**src/rtl/uart_rx_core_if.sv**
```systemverilog
// uart_rx_core_if: groups the UART receiver's serial input and its
// byte/strobe outputs into one bundle.
//   i_RX_Serial    - asynchronous serial line, idle high
//   o_RX_DV        - one-cycle strobe, o_RX_Byte valid
//   o_RX_Byte      - last correctly framed byte
//   o_RX_Active    - high while a frame is in progress
//   o_RX_Frame_Err - one-cycle strobe, stop bit sampled low
// Modports: slave = receiver core, master = line driver / byte consumer.
interface uart_rx_core_if;
  logic       i_RX_Serial;
  logic       o_RX_DV;
  logic [7:0] o_RX_Byte;
  logic       o_RX_Active;
  logic       o_RX_Frame_Err;

  modport slave (
    input  i_RX_Serial,
    output o_RX_DV, o_RX_Byte, o_RX_Active, o_RX_Frame_Err
  );

  modport master (
    output i_RX_Serial,
    input  o_RX_DV, o_RX_Byte, o_RX_Active, o_RX_Frame_Err
  );
endinterface

```
**src/rtl/uart_rx_core.sv**
```systemverilog
// uart_rx_core: 8N1 UART receiver, LSB first, mid-bit sampling.
//   i_Clock  - system clock, rising edge
//   i_Rst_L  - asynchronous active-low reset
//   rx_if    - uart_rx_core_if.slave (serial in, byte/strobe outputs)
// Parameters: CLK_FREQ (Hz), BAUD_RATE (bit/s); CLKS_PER_BIT = CLK_FREQ/BAUD_RATE.
// Build option: UART_RX_MAJORITY_EN enables 2-of-3 majority voting around
// every sample point; the decision moves one clock later and the whole
// schedule shifts with it, so bit centres do not drift.
module uart_rx_core #(
  parameter int CLK_FREQ  = 25000000,
  parameter int BAUD_RATE = 115200
) (
  input logic          i_Clock,
  input logic          i_Rst_L,
  uart_rx_core_if.slave rx_if
);

  localparam int CLKS_PER_BIT = CLK_FREQ / BAUD_RATE;
  localparam int MID          = (CLKS_PER_BIT - 1) / 2;
  localparam int CNT_W        = $clog2(CLKS_PER_BIT) + 1;

`ifdef UART_RX_MAJORITY_EN
  localparam int START_PT = MID + 1;
`else
  localparam int START_PT = MID;
`endif

  typedef enum logic [2:0] {
    S_IDLE  = 3'd0,
    S_START = 3'd1,
    S_DATA  = 3'd2,
    S_STOP  = 3'd3,
    S_BREAK = 3'd4
  } state_t;

  state_t           state_q, state_d;
  logic [CNT_W-1:0] cnt_q, cnt_d;
  logic [2:0]       bit_idx_q, bit_idx_d;
  logic [7:0]       data_q, data_d;
  logic [7:0]       byte_q, byte_d;
  logic             dv_q, dv_d;
  logic             fe_q, fe_d;
  logic             active_q, active_d;
  logic             rx_m_q, rx_s_q;
  logic             samp;

  // Two-flop synchronizer; idle-high reset so no false start after reset.
  always_ff @(posedge i_Clock or negedge i_Rst_L) begin
    if (!i_Rst_L) begin
      rx_m_q <= 1'b1;
      rx_s_q <= 1'b1;
    end else begin
      rx_m_q <= rx_if.i_RX_Serial;
      rx_s_q <= rx_m_q;
    end
  end

`ifdef UART_RX_MAJORITY_EN
  // hist_q[0] = rx_s one clock ago, hist_q[1] = two clocks ago.
  logic [1:0] hist_q;
  always_ff @(posedge i_Clock or negedge i_Rst_L) begin
    if (!i_Rst_L) hist_q <= 2'b11;
    else          hist_q <= {hist_q[0], rx_s_q};
  end
  assign samp = (rx_s_q & hist_q[0]) | (rx_s_q & hist_q[1]) | (hist_q[0] & hist_q[1]);
`else
  assign samp = rx_s_q;
`endif

  always_ff @(posedge i_Clock or negedge i_Rst_L) begin
    if (!i_Rst_L) begin
      state_q   <= S_IDLE;
      cnt_q     <= '0;
      bit_idx_q <= '0;
      data_q    <= '0;
      byte_q    <= '0;
      dv_q      <= 1'b0;
      fe_q      <= 1'b0;
      active_q  <= 1'b0;
    end else begin
      state_q   <= state_d;
      cnt_q     <= cnt_d;
      bit_idx_q <= bit_idx_d;
      data_q    <= data_d;
      byte_q    <= byte_d;
      dv_q      <= dv_d;
      fe_q      <= fe_d;
      active_q  <= active_d;
    end
  end

  always_comb begin
    state_d   = state_q;
    cnt_d     = cnt_q + 1'b1;
    bit_idx_d = bit_idx_q;
    data_d    = data_q;
    byte_d    = byte_q;
    dv_d      = 1'b0;
    fe_d      = 1'b0;
    active_d  = active_q;
    case (state_q)
      S_IDLE: begin
        cnt_d     = '0;
        bit_idx_d = '0;
        if (!rx_s_q) begin
          state_d  = S_START;
          active_d = 1'b1;
        end
      end
      S_START: begin
        if (cnt_q == CNT_W'(START_PT)) begin
          cnt_d = '0;
          if (!samp) begin
            state_d = S_DATA;
          end else begin
            // Start bit did not survive to mid-bit: treat as a glitch.
            state_d  = S_IDLE;
            active_d = 1'b0;
          end
        end
      end
      S_DATA: begin
        if (cnt_q == CNT_W'(CLKS_PER_BIT - 1)) begin
          cnt_d             = '0;
          data_d[bit_idx_q] = samp;
          bit_idx_d         = bit_idx_q + 3'd1;
          if (bit_idx_q == 3'd7) state_d = S_STOP;
        end
      end
      S_STOP: begin
        if (cnt_q == CNT_W'(CLKS_PER_BIT - 1)) begin
          cnt_d    = '0;
          active_d = 1'b0;
          if (samp) begin
            byte_d  = data_q;
            dv_d    = 1'b1;
            state_d = S_IDLE;
          end else begin
            fe_d    = 1'b1;
            state_d = S_BREAK;
          end
        end
      end
      S_BREAK: begin
        // Line held low: wait for it to recover before arming for a start.
        cnt_d = '0;
        if (rx_s_q) state_d = S_IDLE;
      end
      default: begin
        state_d  = S_IDLE;
        cnt_d    = '0;
        active_d = 1'b0;
      end
    endcase
  end

  assign rx_if.o_RX_DV        = dv_q;
  assign rx_if.o_RX_Byte      = byte_q;
  assign rx_if.o_RX_Active    = active_q;
  assign rx_if.o_RX_Frame_Err = fe_q;

endmodule

```
**src/flat_wrapper.sv**
```systemverilog
// flat-port wrapper written by rule: the top's interface ports become plain ports
module uart_rx_core_flat 
#(
  parameter int CLK_FREQ  = 25000000,
  parameter int BAUD_RATE = 115200
)
  (i_Clock, i_Rst_L, rx_if_i_RX_Serial, rx_if_o_RX_DV, rx_if_o_RX_Byte, rx_if_o_RX_Active, rx_if_o_RX_Frame_Err);
  uart_rx_core_if rx_if_i ();
  input logic i_Clock;
  input logic i_Rst_L;
  input wire logic [$bits(rx_if_i.i_RX_Serial)-1:0] rx_if_i_RX_Serial;
  output wire logic [$bits(rx_if_i.o_RX_DV)-1:0] rx_if_o_RX_DV;
  output wire logic [$bits(rx_if_i.o_RX_Byte)-1:0] rx_if_o_RX_Byte;
  output wire logic [$bits(rx_if_i.o_RX_Active)-1:0] rx_if_o_RX_Active;
  output wire logic [$bits(rx_if_i.o_RX_Frame_Err)-1:0] rx_if_o_RX_Frame_Err;
  assign rx_if_i.i_RX_Serial = rx_if_i_RX_Serial;
  assign rx_if_o_RX_DV = rx_if_i.o_RX_DV;
  assign rx_if_o_RX_Byte = rx_if_i.o_RX_Byte;
  assign rx_if_o_RX_Active = rx_if_i.o_RX_Active;
  assign rx_if_o_RX_Frame_Err = rx_if_i.o_RX_Frame_Err;
  uart_rx_core #(.CLK_FREQ(CLK_FREQ), .BAUD_RATE(BAUD_RATE)) u_core (.i_Clock(i_Clock), .i_Rst_L(i_Rst_L), .rx_if(rx_if_i));
endmodule
```
**config.mk**
```make
export PLATFORM = sky130hd
export DESIGN_NAME = uart_rx_core_flat
export DESIGN_NICKNAME = d
export VERILOG_FILES = /design/src/rtl/uart_rx_core_if.sv /design/src/rtl/uart_rx_core.sv /design/src/flat_wrapper.sv
export SDC_FILE = /design/constraint.sdc
export NUM_CORES = 1
export LEC_CHECK = 0
export BUFFER_PORTS_ARGS = -buffer_cell sky130_fd_sc_hd__clkbuf_2
export CELL_PAD_IN_SITES_DETAIL_PLACEMENT = 1
export CELL_PAD_IN_SITES_GLOBAL_PLACEMENT = 1
export CORE_AREA = 4 4 66 68
export CTS_BUF_LIST = sky130_fd_sc_hd__clkbuf_4 sky130_fd_sc_hd__clkbuf_8 sky130_fd_sc_hd__clkbuf_16
export DETAILED_ROUTE_END_ITERATION = 6
export DIE_AREA = 0 0 70 72
export GPL_ROUTABILITY_DRIVEN = 0
export PLACE_DENSITY_LB_ADDON = 0.1
export RECOVER_POWER = 50
export SETUP_SLACK_MARGIN = 0.02
export SLEW_MARGIN = 0
export SYNTH_ARGS = -nofsm -noshare
export SYNTH_HDL_FRONTEND = slang
export SYNTH_SLANG_ARGS = --single-unit
```
**constraint.sdc**
```tcl
create_clock -name i_Clock -period 2.1 [get_ports i_Clock]
set_input_delay 0 -clock i_Clock [delete_from_list [all_inputs] [get_ports i_Clock]]
set_output_delay 0 -clock i_Clock [all_outputs]
set_load 0.05 [all_outputs]
```
==> results.yml, run 1 <==
status:
  status: "finished clean"
floorplanning:
  rows: 23
  fp.dieH_um: 72
  dieArea_mm2: 0.00504
  die_x_um: 70
  initial_utilization_pct: 44.9
  pin_count: 14
  core_area_mm2: 0.00386
timing:
  rsz0062_at_grt: "true"
  slew_violations: 0
  timing.slew.headroom_pct: 40.6
  tns_ps: 0
  report.final.hold_viol_count: 0
  fin_crit_sh_pct: 93.1
  fmax_mhz: 512
  setup_viol: 0
  min_period_ps: 1950
  worst_pin_slew_ps: 891
  fin_skew_ps: 6.61
clock_network:
  cts-root-buf: "clkbuf_8"
  clock_sinks: 36
  cts_buffer_depth: 2
  clk_latency_ps: 290
  cts-resized-gates: 0
  numCtsBuffers: 5
  cts_setup_buffers: 0
  cts_tree: "built"
  h-tree-depth: 2
  path_clk_slew_ps: 80
synthesis:
  synth_simple_gate_area_share_pct: 21.5
  ys_warn_count: 0
  synth_cell_types: 36
  ys_seq_elements: 36
  synth_cells: 155
  synth_area_leader_cell: "dfrtp_1"
  synthFlopType: "dfrtp_1"
  synth_edf_count: 0
  yosysSeqAreaShare_pct: 52.1
  synthAdderAreaFrac_pct: 2.89
  ys_top_cells_by_area: "dfrtp_1 49%, mux2_2 10%, nand3_1 4.9%, nor2_1 3.2%, dfstp_2 3.0%"
  synth_area_per_cell_um2: 11.2
  synth_most_common_cell: "dfrtp_1"
  syn_area_mm2: 0.00173
  async_flop_share_pct: 100
  synthDominantCellAreaShare_pct: 49.1
  syn-num-nets: 162
  synth_common_cells: "34 x dfrtp_1, 17 x nand3_1, 16 x mux2_2"
  synth-compound-area-share_pct: 5.78
  yosys.area_share.xor_xnor_pct: 3.54
  synth_top_family_by_area: "simple AND/OR/NAND/NOR gates"
  muxShareOfSynthArea_pct: 11.0
critical_path:
  worstPathArrival_ps: 2140
  required_ps: 2280
  critPathCaptureType: "register"
  cp_max_fo: 15
  r2r_end: "u_core.rx_if.o_RX_Byte[0]"
  ff2ff_setup_slack_ps: 150
  r2r-start: "u_core.cnt_q[0]"
  crit_start: "u_core.cnt_q[0]"
  rr_worst_depth: 6
  worstSetupEndpoint: "u_core.rx_if.o_RX_Byte[0]"
  start_kind: "register"
  crit_type: "register to register"
drt:
  wl_um: 3770
  drt_iter0_drc: 109
  drc: 0
  firstDrtPassIters: 4
  detail_route.wl_per_cell_um: 16.6
  ant_nets: 0
  vias: 1233
  viasPerCell: 5.43
place:
  numPortBuffers: 13
  dp_hpwl_um: 2630
grt:
  overflow: 0
  grt_pass1_vias: 1350
  grt_pass1_wl_um: 6670
  grt.total_usage_pct: 16.7
  grt_max_degree: 37
  antenna_found_initial: 0
power_and_ir_drop:
  p_leak_nw: 0.913
  power_mw: 1.22
  p_per_area_mw_per_mm2: 621
  vdd_ir_drop_max_mv: 0.341
final_layout:
  diodes: 0
  area_delta_synth_final_pct: 13.7
  drive_gt1_share_pct: 22.6
  fin_nets: 183
  final_core_util_pct: 51.1
min_path:
  hold_class: "input port to register"
run:
  maxCapViolations: 0
==> cell usage in the layout, fill, tap and decap left out, types with 2 or more instances in the layout <==
cell	instances
a21oi_1	2
and3_1	4
buf_4	6
clkbuf_1	11
clkbuf_2	2
clkbuf_8	5
clkinvlp_4	2
dfrtp_1	34
dfstp_2	2
dlygate4sd3_1	2
ha_1	4
inv_1	3
mux2_2	16
nand2_1	9
nand3_1	17
nand4_1	5
nand4b_1	2
nor2_1	15
nor2b_1	5
nor3_1	3
o21ai_0	4
xnor2_1	5
xor2_1	2
==> metal layers <==
layer	vias to the layer above	global-route usage, %	share of wire (%)
met2	18	27.7	49
li1	593	-	-
met4	0	5.11	1.5
met1	616	21.7	47
met3	6	4.29	3.0
met5	-	0	0
==> cell families after synthesis <==
family / Yosys count
buf+inv: 11
xor+xnor: 7
simple gates: 68
compound gates: 12
flops: 36
fa+ha+maj: 4
mux: 17
==> sequential cells by signal, summed over array words and instances (netlist names), 3 cells and up <==
register / cells
u_core.rx_if.o_RX_Byte: 8
u_core.cnt_q: 9
u_core.data_q: 8
u_core.state_q: 3
u_core.bit_idx_q: 3
==> metrics by stage <==
stage	instances	area [um2]	hold WS, ps	setup WS (ps)
6_report	227	1970	344	145
5_1_grt	227	1970	350	9.96
4_1_cts	226	1970	319	118
3_5_place_dp	216	1860	90.9	115
3_3_place_gp	216	1860	89.5	174
2_1_floorplan	155	1730	-296	338
==> final cells by class <==
class,count,area [um2]
clock buffer,5,68.8
clock inverter,3,23.8
fill,432,1890
inverter,3,11.3
multi-input combinational,109,785
sequential,36,903
tap,50,62.6
timing repair buffer,21,116
==> power by group <==
| part | switching (mW) | internal (mW) | total (mW) |
|---|---|---|---|
| registers | 0.00396 | 0.696 | 0.700 |
| logic | 0.0146 | 0.00402 | 0.0186 |
| clock network | 0.269 | 0.235 | 0.504 |
| total | 0.288 | 0.935 | 1.22 |
==> worst min path at each step <==
stage,slack (ps),startpoint,cells past startpoint,to
after global placement,90,rx_if_i_RX_Serial,1,u_core.rx_m_q
final,340,rx_if_i_RX_Serial,2,u_core.rx_m_q
after detailed placement,90,rx_if_i_RX_Serial,1,u_core.rx_m_q
after CTS,320,rx_if_i_RX_Serial,2,u_core.rx_m_q
after floorplan,-300,i_Rst_L,0,u_core.bit_idx_q[0]
after global routing,350,rx_if_i_RX_Serial,2,u_core.rx_m_q
==> critical path: stages, from the launching register on <==
cell,delay (ps)
dfrtp_1,430
inv_1,70
ha_1,180
and4b_1,240
and2_4,260
and4_4,310
mux2_2,350
==> repair_timing <==
action                     4_1_cts  5_1_grt
hold buffers                     2        0
hold endpoints to repair        35        0
setup endpoints to repair        0       10
Note: power is estimated with default switching activity, not from simulation.
==> run 2, diff against run 1 <==
- ABC_AREA: not set -> 1
- CORE_AREA: 4 4 66 68 -> 4 4 70 72
- DIE_AREA: 0 0 70 72 -> 0 0 74 76
==> results.yml, run 2 <==
status:
  status: "finished clean"
final_layout:
  nFillCells: 530
  drive_gt1_share_pct: 11.1
  largest_reg_flops: 9
  fin_area_mm2: 0.00201
  final_cell_mix: "68 x nand2_1, 34 x dfrtp_1, 22 x inv_1"
  fin_nets: 241
  area_delta_synth_final_pct: 11.2
  diodes: 0
  layout_commonest_cell: "nand2_1"
  largest-register: "u_core.cnt_q"
critical_path:
  critPathSlowestCell: "dfrtp_1"
  required_ps: 2280
  cp_max_fo: 10
  start_kind: "register"
  critPathCaptureType: "register"
  rr_worst_depth: 9
  crit_chain: "ha_1, ha_1, inv_1, nand3_1, nand2_1, nor2_1, nand3_1, nand2_1, nand2_1"
  crit_cells: 9
  cp_num_buf_inv: 1
  worstPathArrival_ps: 1920
  cp_common_cell: "nand2_1"
  cp_top_family: "simple AND/OR/NAND/NOR gates"
  slowest_delay_ps: 560
  crit_type: "register to register"
floorplanning:
  core_area_mm2: 0.00429
  pin_count: 14
  rows: 24
  die_x_um: 74
  dieArea_mm2: 0.00562
  initial_utilization_pct: 42.0
  fp.dieH_um: 76
drt:
  drc: 0
  detail_route.wl_per_cell_um: 13.9
  wl_met3_um: 133
  firstDrtPassIters: 4
  vias: 1434
  wl_um: 4000
  wl_met2_um: 1980
  viasPerCell: 5.00
  ant_nets: 0
  drt-met1-wl_um: 1830
  drt_iter0_drc: 62
  routed.top_layer: "met4"
timing:
  fin_crit_sh_pct: 82.7
  slew_violations: 0
  fmax_mhz: 576
  tns_ps: 0
  min_period_ps: 1740
  timing.slew.headroom_pct: 39.9
  worst_pin_slew_ps: 902
  fin_skew_ps: 13.8
  report.final.hold_viol_count: 0
  setup_viol: 0
  rsz0062_at_grt: "false"
synthesis:
  synth_most_common_cell: "nand2_1"
  syn_area_mm2: 0.00181
  synth_edf_count: 0
  yosysSeqAreaShare_pct: 50.0
  synthFlopType: "dfrtp_1"
  ys_seq_elements: 36
  synth_cell_types: 25
  async_flop_share_pct: 100
  ys_top_cells_by_area: "dfrtp_1 47%, nand2_1 14%, nand3_1 5.0%, nand4_1 4.9%, inv_1 4.6%"
  synth_area_per_cell_um2: 8.36
  synth_common_cells: "68 x nand2_1, 34 x dfrtp_1, 22 x inv_1"
  synthDominantCellAreaShare_pct: 47.1
  syn-num-nets: 223
  synth_cells: 216
  ys_warn_count: 0
  synth_area_leader_cell: "dfrtp_1"
place:
  dpl_cell_area_mm2: 0.00189
  dp_hpwl_um: 2910
  numPortBuffers: 13
clock_network:
  h-tree-depth: 2
  numCtsBuffers: 5
  cts_buffer_depth: 2
  clk_latency_ps: 300
  clock_sinks: 36
  path_clk_slew_ps: 80
  cts_setup_buffers: 0
  cts-root-buf: "clkbuf_8"
  cts_tree: "built"
power_and_ir_drop:
  p_leak_nw: 1.09
  vdd_ir_drop_max_mv: 0.321
  p_per_area_mw_per_mm2: 664
grt:
  antenna_found_initial: 0
  grt_pass1_vias: 1508
  grt.total_usage_pct: 16.5
  grt_max_degree: 37
  grt_pass1_wl_um: 7180
  overflow: 0
min_path:
  hold_class: "input port to register"
  hold_depth: 2
run:
  maxCapViolations: 0
==> run 2: cell types whose count changed after synthesis, sizes merged, moves of 3 or more <==
cell,delta
xor2,+3
and3,-4
nand4,+9
nor2,+11
xnor2,-4
nor2b,-5
nand2,+62
clkbuf,-4
inv,+23
mux2,-16
==> run 2: path summary, 6_finish.rpt <==
| check | from | to | slack [ps] |
|---|---|---|---|
| worst min register to register | u_core.rx_m_q | u_core.rx_s_q | 360 |
| min in group asynchronous | i_Rst_L | u_core.rx_if.o_RX_Byte[3] | 350 |
| max in group asynchronous | i_Rst_L | u_core.bit_idx_q[1] | 1170 |
| worst min-delay path | rx_if_i_RX_Serial | u_core.rx_m_q | 340 |
| worst max-delay path | u_core.bit_idx_q[0] | u_core.state_q[0] | 360 |
| worst max register to register | u_core.bit_idx_q[0] | u_core.state_q[0] | 360 |
==> run 2: timing repair <==
item | in CTS | in global routing
endpoints found under the hold margin | 35 | 0
hold buffers | 2 | 0
setup endpoints to repair | 0 | 0
resized for setup | 0 | 0
==> run 2: kinds of logic after synthesis <==
kind of cell | Yosys count | synth area share, %
simple gates | 132 | 34.2
flops | 36 | 50.0
buf+inv | 32 | 8.38
compound gates | 6 | 1.66
xor+xnor | 6 | 2.91
fa+ha+maj | 4 | 2.77
==> run 2: through the flow <==
stage	util [%]	power (mW)	hold WS (ps)	std cells	setup slack (ps)
after floorplan	-	0.717	-296	216	755
after global placement	44.0	0.733	91.7	277	506
after detailed placement	44.0	0.734	92.5	277	427
after CTS	47.1	1.35	334	287	384
after global routing	46.8	1.39	356	287	197
final	46.8	1.33	335	287	364
==> run 2: layout make-up <==
cell class	instances	area [um2]	share of cell area, %
clock buffers	5	68.8	3.43
multi-input cells	148	751	37.4
well taps	52	65.1	3.24
flip-flops and latches	36	903	45.0
clock inverters	3	42.5	2.12
inverters	28	106	5.30
repair buffers	15	71.3	3.55
==> run 2: where the power goes <==
group	total, mW	switching [mW]	internal, mW
logic	0.0199	0.0153	0.00456
clock network	0.613	0.262	0.351
registers	0.702	0.00510	0.697
total	1.33	0.282	1.05
==> run 2: per-layer routing <==
| metal | vias up | GRT usage [%] |
|---|---|---|
| met3 | 7 | 4.49 |
| met5 | - | 0 |
| met4 | 0 | 5.98 |
| met1 | 695 | 21.5 |
| met2 | 16 | 26.0 |
| li1 | 716 | - |
